File: src/rtl/serial_adder.sv
// serial_adder
//   Multi-cycle WIDTH-bit adder. Each clock adds BITS_PER_CYCLE operand bits,
//   LSB slice first, and chains the slices through a carry flop. Trades
//   latency (N = WIDTH/BITS_PER_CYCLE cycles) for a narrow adder.
//
//   Optional feature macro: SERIAL_ADDER_SUB_EN
//     defined   -> extra input i_sub; i_sub=1 computes A-B (o_carry=1 means no borrow)
//     undefined -> add only, initial carry always 0
//
// Ports
//   i_clk       clock, rising edge
//   i_rst_n     asynchronous active-low reset
//   i_start     request, sampled only in IDLE
//   i_a, i_b    operands, captured on the accepted i_start edge
//   i_sub       (SERIAL_ADDER_SUB_EN only) subtract select, captured with operands
//   o_busy      high while slices are being added
//   o_done      one-cycle result-valid pulse
//   o_sum       result, held until the next completion
//   o_carry     carry out of the MSB
//   o_overflow  signed overflow of the operation
//
// FSM states
//   state  | meaning
//   IDLE   | waiting for i_start
//   RUN    | adding one slice per clock
//   DONE   | result registered, o_done pulse

module serial_adder #(
  parameter int WIDTH          = 8,
  parameter int BITS_PER_CYCLE = 1
) (
  input  logic             i_clk,
  input  logic             i_rst_n,
  input  logic             i_start,
  input  logic [WIDTH-1:0] i_a,
  input  logic [WIDTH-1:0] i_b,
`ifdef SERIAL_ADDER_SUB_EN
  input  logic             i_sub,
`endif
  output logic             o_busy,
  output logic             o_done,
  output logic [WIDTH-1:0] o_sum,
  output logic             o_carry,
  output logic             o_overflow
);

  localparam int B     = BITS_PER_CYCLE;
  localparam int N     = WIDTH / BITS_PER_CYCLE;
  localparam int CNT_W = (N > 1) ? $clog2(N) : 1;

  generate
    if (WIDTH < 1 || B < 1 || (WIDTH % B) != 0) begin : g_bad_cfg
      $fatal(1, "serial_adder: BITS_PER_CYCLE must divide WIDTH exactly");
    end
  endgenerate

  typedef enum logic [1:0] {
    S_IDLE = 2'd0,
    S_RUN  = 2'd1,
    S_DONE = 2'd2
  } state_t;

  state_t             state_q, state_d;
  logic [WIDTH-1:0]   a_sr, b_sr, sum_sr;
  logic               carry_q;
  logic [CNT_W-1:0]   count_q;

  logic [WIDTH-1:0]   b_load;
  logic               cin_load;
  logic [B:0]         slice_sum;
  logic [WIDTH-1:0]   sum_next;
  logic               last_slice;
  logic               ovf_next;

`ifdef SERIAL_ADDER_SUB_EN
  // Two's-complement subtract: A + ~B + 1.
  assign b_load   = i_sub ? ~i_b : i_b;
  assign cin_load = i_sub;
`else
  assign b_load   = i_b;
  assign cin_load = 1'b0;
`endif

  assign slice_sum = {1'b0, a_sr[B-1:0]} + {1'b0, b_sr[B-1:0]} + {{B{1'b0}}, carry_q};

  // Slice results enter at the top so that after N shifts the LSB slice
  // has walked down to bit 0.
  generate
    if (N == 1) begin : g_single
      assign sum_next = slice_sum[B-1:0];
    end else begin : g_multi
      assign sum_next = {slice_sum[B-1:0], sum_sr[WIDTH-1:B]};
    end
  endgenerate

  assign last_slice = (count_q == CNT_W'(N - 1));

  // On the last slice the operand MSBs sit at bit B-1 of the shift regs;
  // b_sr already holds the effective (possibly inverted) B.
  assign ovf_next = (a_sr[B-1] == b_sr[B-1]) && (slice_sum[B-1] != a_sr[B-1]);

  always_ff @(posedge i_clk or negedge i_rst_n) begin
    if (!i_rst_n) begin
      state_q <= S_IDLE;
    end else begin
      state_q <= state_d;
    end
  end

  always_comb begin
    state_d = state_q;
    case (state_q)
      S_IDLE:  if (i_start) state_d = S_RUN;
      S_RUN:   if (last_slice) state_d = S_DONE;
      S_DONE:  state_d = S_IDLE;
      default: state_d = S_IDLE;
    endcase
  end

  always_ff @(posedge i_clk or negedge i_rst_n) begin
    if (!i_rst_n) begin
      a_sr       <= '0;
      b_sr       <= '0;
      sum_sr     <= '0;
      carry_q    <= 1'b0;
      count_q    <= '0;
      o_sum      <= '0;
      o_carry    <= 1'b0;
      o_overflow <= 1'b0;
    end else begin
      case (state_q)
        S_IDLE: begin
          if (i_start) begin
            a_sr    <= i_a;
            b_sr    <= b_load;
            carry_q <= cin_load;
            count_q <= '0;
          end
        end
        S_RUN: begin
          a_sr    <= a_sr >> B;
          b_sr    <= b_sr >> B;
          sum_sr  <= sum_next;
          carry_q <= slice_sum[B];
          count_q <= count_q + CNT_W'(1);
          if (last_slice) begin
            o_sum      <= sum_next;
            o_carry    <= slice_sum[B];
            o_overflow <= ovf_next;
          end
        end
        default: ;
      endcase
    end
  end

  assign o_busy = (state_q == S_RUN);
  assign o_done = (state_q == S_DONE);

endmodule

File: config.mk
export PLATFORM = sky130hd
export DESIGN_NAME = serial_adder
export DESIGN_NICKNAME = d
export VERILOG_FILES = /design/src/rtl/serial_adder.sv
export SDC_FILE = /design/constraint.sdc
export NUM_CORES = 1
export LEC_CHECK = 0
export CAP_MARGIN = 20
export CORE_AREA = 2 2 64 66
export DETAILED_ROUTE_END_ITERATION = 12
export DIE_AREA = 0 0 66 68
export GPL_TIMING_DRIVEN = 0
export HOLD_SLACK_MARGIN = 0.1
export PLACE_DENSITY = 0.71
export REMOVE_ABC_BUFFERS = 1
export SYNTH_ARGS = -nofsm -noshare
export SYNTH_HDL_FRONTEND = slang
export SYNTH_SLANG_ARGS = --single-unit
File: constraint.sdc
create_clock -name i_clk -period 1.5 [get_ports i_clk]
set_input_delay 0.3 -clock i_clk [delete_from_list [all_inputs] [get_ports i_clk]]
set_output_delay 0.3 -clock i_clk [all_outputs]
set_load 0.05 [all_outputs]
* Word-level counts from Yosys, hierarchy flattened
Index checks and enable logic that the tools add are counted.
** Word-level totals
- Flip-flop bits (word level) :: 40
- Latch bits :: 0
- Word-level logic and storage cells :: 36
- Bits of input ports :: 19
- ROM bits :: 0
- Bits in writable memories :: 0
- Output and inout bits :: 12
- Memories :: 0
** Operators by class
- Multiply operators :: 0
- Reduce and logical (&&, ||, !) cells :: 6
- Bitwise logic cells :: 0
- Equal/unequal tests :: 7
- Div/mod/pow operators :: 0
- Add/sub/neg operators :: 3
- Muxes and demuxes :: 11
- Magnitude comparators :: 0
- Shifts and indexed selects :: 0
** Operators by type and width (count)
- 8-bit case mux with 2 select lines :: 2
- 8-bit 2-to-1 mux :: 2
- 3-bit case mux with 2 select lines :: 1
- 2-bit AND reduction :: 3
- 2-bit 2-to-1 mux :: 2
- 2-bit case mux with 2 select lines :: 1
- 3-bit by 1-bit adder with 3-bit output (second input constant) :: 1
- 3-bit equality test (second input constant) :: 1
- 3-bit 2-to-1 mux :: 1
- 1-bit by 1-bit adder with 2-bit output :: 1
- 2-bit by 1-bit adder with 2-bit output :: 1
- 2-bit by 1-bit equality test with 1-bit output (second input constant) :: 1
- 2-bit equality test (second input constant) :: 1
- 2-bit zero test :: 1
- 2-bit by 1-bit != test with 1-bit output (second input constant) :: 1
- 2-bit != test (second input constant) :: 1
- 1-bit case mux with 2 select lines :: 1
- 2-bit nonzero test :: 1
- 1-bit equality test :: 1
- 1-bit logical AND :: 1
- 1-bit 2-to-1 mux :: 1
- 1-bit != test :: 1

* Depth between registers and ports, before layout
Gate-level depths: netlist (run 1).
- Depth in word-level cells :: 4
- Mapped depth :: 6
- Gate-level depth less buffers :: 5

* Worst setup path before layout (run 1)
Ideal clock, no wire load.
- Kind :: flip-flop to flip-flop
- Start point :: register count_q[0]
- End point :: register o_carry
- Clock period less this slack :: 1.524 ns
- Required time :: 1.372 ns
- Library setup time :: 0.128 ns
- Arrival :: 1.396 ns
- Buffers on the path :: 1
- Cell stages (with the launch flop) :: 6
- Setup slack :: -0.024 ns
- Cells stage by stage :: dfrtp_1 ha_1 ha_1 nand3b_1 buf_2 mux2_1
** On the way
- Longest elaborated chain between the ends :: 2
** RTL lines
- start: declaration :: RTL line 66 : logic [CNT_W-1:0] count_q;
- start signal: assignment :: RTL line 145 : count_q <= count_q + CNT_W'(1);
- 3-bit equality test :: RTL line 96 : assign last_slice = (count_q == CNT_W'(N - 1));
- 2-bit AND reduction (no source line)
- end signal: assignment :: RTL line 148 : o_carry <= slice_sum[B];
- end: declaration :: RTL line 43 : output logic o_carry,
Every way passes these cells.
A chain may end at the register's enable or synchronous reset.

* Worst setup path after layout (run 1)
- Start point :: register count_q[0]
- End point :: register o_sum[7]
** On the way
- Longest elaborated chain between the ends :: 2
** RTL lines
- 3-bit equality test :: RTL line 96
- 2-bit AND reduction (no source line)
- end signal: assignment :: RTL line 147 : o_sum <= sum_next;
- end: declaration :: RTL line 42 : output logic [WIDTH-1:0] o_sum,
Every way passes these cells.

==> reports/metrics.cfg, run 1 <==
[run_status]
status=complete, no violations

[yosys]
syn_area_sq_mm=0.00167
synth_seq_area_share=0.585
synthesis.yosys.warnings=0
ys_ff_latch=39
avgSynthCellArea_sq_um=12.7
yosys_cell_types=21
synthCells=131

[setup_path]
cpLargestDelayFamily=flip-flops
path_cells=ha_2, ha_2, nand3b_1, buf_12, mux2_1
worst_setup_slack_for_register_to_register_paths_ns=0.03
worst_setup_path_start_kind=flop
cp_required_ns=1.67
crit_path_dat_ns=1.64
timing.critical_path.buf_inv=1
critPathMaxFanout=12
reg_to_reg_critical_path_endpoint=o_sum[7]
worst-r2r-cell-count=5
max_stage_delay_ns=0.39
timing_worst_setup_path_type=reg2reg
crit_top_cell=ha_2
rr_startpoint=count_q[0]
endpoint_kind=flop
timing.critical_path.slowest_stage_cell=dfrtp_1
cp-startpoint=count_q[0]
worstSetupPathDepth=5
critical_path.endpoint=o_sum[7]

[clocking]
cts_root_buffer=clkbuf_8
cts_hold_buffers=0
cts.sink_count=39
tritoncts=yes
cts.clk_slew.worst_paths_ns=0.07
cts-htree-levels=2
worst_skew_pair.late_latency_ns=0.28
cts_inserted_buffers=5
clock_path_buffers=2

[floorplan]
dieHeight_um=68
fp.dieW_um=66
placement_rows=23
start_util=0.433
core-area_sq_mm=0.00386
die-area_sq_mm=0.00449
pin_count=31

[power]
p_switching_mw=1.86
power_frac_clock=0.139
power_per_cell_area_mw_per_mm2=2190
combPwrFrac=0.479
share_seq_of_total_power=0.381
vdd.ir_drop.worst_v=0.000777
internal_power_mw=2.91
p_leak_nw=1.03
p_sw_frac=0.389

[cells_and_area]
net_count_reported_at_finish=192
mostFrequentLayoutCell=dfrtp_1
final.fill_count=343
layout_common_cells=37 x dfrtp_1, 17 x nand2_1, 17 x o21ai_1, 17 x clkdlybuf4s50_1
layout-area-overhead-vs-synth_pct=30.7
antenna_cells_inserted=0
post-route-cell-area_sq_mm=0.00218
final-instance-count-excl-fill=221
layout-drive-gt1-share=0.164
multi_input_area_sq_um=666
storage_element_area_sq_um=978

[global_route]
first_global_vias=1104
grt_pass1_wl_um=5040
antenna_found_initial=0
global_router_s_overall_resource_usage=0.155
maximum_number_of_pins_on_one_net_before_global_route_repair=40
global_route.overflow_total=0

[placed_design]
post-place-cells=206
buffer_ports.inserted=30
place.detailed.hpwl_um=2040
dpl_cell_area_sq_mm=0.00200
pre_cts_ws_ns=-0.831
place.gp.congestion=0.692

[routing]
dr.first_iter.drc_count=14
ant_nets=0
drt-wirelength-per-cell_um=13.1
avgViaCountPerCell=4.93
drt_pre_antenna_iters=4
vias_post_dr=1089
route.detailed.drc=0
wl_um=2910

[sta]
worstMarginPinSlew_ns=0.853
slew_limit_headroom=0.431
fin_crit_ns=1.47
min_period_over_period=0.981
final.setup.worst_slack_ns=0.0283
count_of_endpoints_failing_hold_in_the_final_timing_report=0
timing.final.setup_violations=0
achievable-frequency_mhz=679
clock_skew_ns=0.00443
grt_setup_unrepaired=true
slew_violations=0

[run]
maxCapViolations=0

[worst_hold_path]
min-delay-path-class=in2async

## metrics by stage
step | TNS [ns] | util | hold slack, ns | power [mW]
final | 0 | 0.565 | 0.126 | 4.77
after global routing | -0.307 | 0.565 | 0.185 | 5.11
after CTS | 0 | 0.546 | 0.145 | 4.61
after detailed placement | -9.01 | 0.520 | 0.450 | 3.95
after global placement | -56.79 | 0.512 | 0.464 | 3.77
after floorplan | -17.06 | - | 0.00441 | 3.25
## registers in the layout, indices dropped and copies added, names as in the netlist
signal	count
count_q	3
sum_sr	7
carry_q	1
o_overflow	1
a_sr	8
state_q	2
o_carry	1
b_sr	8
o_sum	8
## cells in the mapped netlist
cell type  instances  area, sq um
fa_1               1         20.0
a21oi_1            4         20.0
nor2b_2            1         8.76
mux2_2             1         11.3
nor2b_1            4         25.0
o21bai_1           1         7.51
buf_6              2         22.5
mux2_1            16          180
and3b_1            1         8.76
nor2_1             1         3.75
buf_2              2         10.0
o21ai_1           17         85.1
mux2i_1           14          140
ha_1               2         25.0
a22o_1             3         26.3
buf_8              1         15.0
dfrtp_1           39          976
inv_1              1         3.75
nand3b_1           1         7.51
nand2_1           17         63.8
clkbuf_1           2         7.51
## per-layer routing
layer,wire (um),global-route usage,part of all wire,vias up
li1,-,-,-,531
met1,1250,0.174,0.43,532
met2,1500,0.266,0.51,24
met3,142,0.0543,0.049,2
met4,22,0.0689,0.0076,0
met5,0,0,0,-
## cell type report
| type | instances | area share |
|---|---|---|
| clock inverters | 1 | 0.00230 |
| inverters | 1 | 0.00172 |
| flip-flops and latches | 39 | 0.449 |
| multi-input cells | 84 | 0.305 |
| clock buffers | 7 | 0.0350 |
| well taps | 50 | 0.0287 |
| repair buffers | 39 | 0.178 |
## power groups by stage
stage                     sequential [mW]  clock, mW  combinational (mW)
after detailed placement             1.85          0                2.10
after global placement               1.82          0                1.95
final                                1.82      0.665                2.28
after floorplan                      2.22          0                1.03
after CTS                            1.83      0.686                2.09
after global routing                 1.89      0.744                2.48
## worst reg2reg max path, delay by kind of cell, from the launching register on
kind          cells  cell delay (ns)
flops             1             0.39
fa+ha+maj         2             0.35
mux               1             0.33
buf+inv           1             0.15
simple gates      1             0.13
## cell families (layout without fill, tap and decap cells)
kind of cell    after synthesis  in the layout  synth area share
buf+inv                       8             48            0.0353
fa+ha+maj                     3              3            0.0270
simple gates                 25             25            0.0705
mux                          31             31             0.199
compound gates               25             25            0.0833
flops                        39             39             0.585
## worst min path at each step
stage          startpoint         end  slack, ns  depth (start not counted)
2_1_floorplan     i_rst_n     a_sr[0]      0.004                          0
3_3_place_gp    sum_sr[1]   sum_sr[1]       0.46                          1
3_5_place_dp      i_rst_n     a_sr[6]       0.45                          1
4_1_cts           i_rst_n  state_q[1]       0.15                          1
5_1_grt           i_rst_n     b_sr[4]       0.18                          1
6_report          i_rst_n     a_sr[6]       0.13                          1
## timing repair
action	in CTS	in global routing
resized for setup	23	16
endpoints found under the setup margin	47	36
setup buffers	3	4
pin swaps	2	2
gates cloned	0	0
(Power assumes the default switching activity.)
==> inputs of run 2 (changes only) <==
- CORE_AREA: 2 2 64 66 -> 2 2 75 77
- DIE_AREA: 0 0 66 68 -> 0 0 77 79
- PLACE_DENSITY: 0.71 -> 0.54
==> run 2 against run 1 <==
  * Worst setup slack got worse by 0.026 ns
  * Via count increased by 2.9%
  * Register-to-register slack got worse by 0.03 ns
  * Worst hold slack improved by 0.0048 ns
  * Final cell count increased by 13%
  * First-iteration DRC count increased to 3.8 times the previous value
  * Global-route usage decreased by 4.2 points
  * Design area increased by 5.3%
  * Sequential power about the same
  * Critical endpoint is now o_overflow
==> reports/metrics.cfg, run 2 (synthesis results as in run 1) <==
[cells_and_area]
post-route-cell-area_sq_mm=0.00230  ; +5.3%
mostFrequentLayoutCell=dfrtp_1
storage_element_area_sq_um=978  ; unchanged
antenna_cells_inserted=0  ; unchanged
multi_input_area_sq_um=701  ; +5.3%
net_count_reported_at_finish=198  ; +3.1%
final.fill_count=554  ; +62%
layout-drive-gt1-share=0.243  ; +0.0792
layout_common_cells=37 x dfrtp_1, 17 x nand2_1, 17 x o21ai_1, 17 x clkdlybuf4s50_1, 14 x mux2i_1
layout-area-overhead-vs-synth_pct=37.7
reg_top3=a_sr (8), b_sr (8), o_sum (8)

[setup_path]
crit_path_dat_ns=1.68  ; +0.04 ns
cpLargestDelayFamily=adder cells
worstSetupPathDepth=4  ; -1
path_cells=fa_2, and3b_1, a21oi_1, o21ai_1
worst_setup_slack_for_register_to_register_paths_ns=0.002  ; -0.03 ns
timing.critical_path.buf_inv=0  ; -1
critPathMaxFanout=4  ; -8
worst-r2r-cell-count=4  ; -1
timing.critical_path.slowest_stage_cell=fa_2
timing_worst_setup_path_type=reg2reg
endpoint_kind=flop
max_stage_delay_ns=0.61  ; +0.22 ns
cp-startpoint=b_sr[0]
cp_required_ns=1.68  ; about the same
critical_path.endpoint=o_overflow
rr_startpoint=b_sr[0]
reg_to_reg_critical_path_endpoint=o_overflow
worst_setup_path_start_kind=flop

[global_route]
antenna_found_initial=0  ; unchanged
first_global_vias=1174  ; +6.3%
grt_pass1_wl_um=5350  ; +6.2%
global_route.usage.met2=0.188  ; -0.0787
top_usage_layer=met2
global_route.overflow_total=0  ; unchanged
global_router_s_overall_resource_usage=0.113  ; -0.0419
grtUsageMet3=0.0284  ; -0.0259
maximum_number_of_pins_on_one_net_before_global_route_repair=40  ; unchanged
globalRouteMet1Util=0.139  ; -0.0351

[sta]
slew_limit_headroom=0.410  ; -0.0212
min_period_over_period=0.998  ; +0.0173
timing.final.setup_violations=0  ; unchanged
worstMarginPinSlew_ns=0.885  ; +0.0318 ns
slew_violations=0  ; unchanged
grt_setup_unrepaired=true
count_of_endpoints_failing_hold_in_the_final_timing_report=0  ; unchanged
achievable-frequency_mhz=668  ; -1.7%
fin_crit_ns=1.50  ; +0.0259 ns
final.setup.worst_slack_ns=0.00239  ; -0.0259 ns
clock_skew_ns=0.00356  ; -0.000869 ns

[routing]
drt-wirelength-per-cell_um=12.7  ; -3.5%
dr.first_iter.drc_count=53  ; +39
wl_um=3160  ; +8.8%
route.detailed.drc=0  ; unchanged
avgViaCountPerCell=4.50  ; -8.6%
vias_post_dr=1121  ; +2.9%
ant_nets=0  ; unchanged
drt_pre_antenna_iters=3  ; -1

[run_status]
status=complete, no violations

[worst_hold_path]
min-delay-path-class=in2async

[placed_design]
pre_cts_ws_ns=-0.857  ; -0.0261 ns
buffer_ports.inserted=30  ; unchanged
dpl_cell_area_sq_mm=0.00204  ; +2.0%
place.gp.congestion=0.724  ; +4.7%
place.detailed.hpwl_um=1970  ; -3.6%

[clocking]
cts_inserted_buffers=5  ; unchanged
cts.sink_count=39  ; unchanged
cts-htree-levels=2  ; unchanged
clock_path_buffers=2  ; unchanged
worst_skew_pair.late_latency_ns=0.29  ; about the same
tritoncts=yes
cts_hold_buffers=0  ; unchanged
cts_root_buffer=clkbuf_8
cts.clk_slew.worst_paths_ns=0.07  ; about the same

[floorplan]
fp.dieW_um=77  ; +17%
start_util=0.312  ; -0.120
dieHeight_um=79  ; +16%
pin_count=31  ; unchanged
core-area_sq_mm=0.00534  ; +38%
placement_rows=27  ; +17%
die-area_sq_mm=0.00608  ; +36%

[power]
p_leak_nw=1.10  ; +6.3%
vdd.ir_drop.worst_v=0.00101  ; +30%
totalPowerFinal_mw=4.93  ; +3.4%
power_per_cell_area_mw_per_mm2=2150  ; -1.8%

[run]
maxCapViolations=0  ; unchanged

## run 2: repair_timing
action	in CTS	in global routing
setup buffers	8	6
gates cloned	1	0
setup endpoints to repair	48	33
pin swaps	1	3
gates resized for setup	38	13
## run 2: worst min-delay path by stage
stage	from	to	slack (ns)	cells after the start
floorplan	i_rst_n	a_sr[0]	0.004	0
global route	i_rst_n	a_sr[0]	0.19	1
CTS	i_rst_n	a_sr[0]	0.15	1
finish	i_rst_n	o_sum[7]	0.13	1
global placement	sum_sr[1]	o_sum[0]	0.46	1
detailed placement	i_rst_n	b_sr[2]	0.47	1
## run 2: cell type report
class,count,area share
clock buffers,5,0.0300
clock inverters,3,0.00654
inverters,1,0.00163
multi-input cells,84,0.305
flip-flops and latches,39,0.426
well taps,72,0.0392
repair buffers,45,0.191
## run 2: report_power, final
part           leakage [nW]  switching [mW]  internal (mW)
clock network        0.0477           0.359          0.318
registers             0.482           0.290           1.54
logic                 0.568            1.24           1.18
total                  1.10            1.89           3.04
## run 2: layer usage
layer / routed length, um / part of all wire
met3: 165 / 0.052
met1: 1460 / 0.46
met2: 1520 / 0.48
met4: 9 / 0.0028
met5: 0 / 0
## run 2: metrics by stage
step / util / hold WS, ns / instances / setup TNS (ns)
after floorplan: - / 0.00441 / 124 / -17.06
after global placement: 0.375 / 0.461 / 226 / -60.75
after detailed placement: 0.383 / 0.468 / 228 / -10.44
after CTS: 0.426 / 0.152 / 245 / -0.0967
after global routing: 0.430 / 0.190 / 249 / -0.147
final: 0.430 / 0.131 / 249 / 0
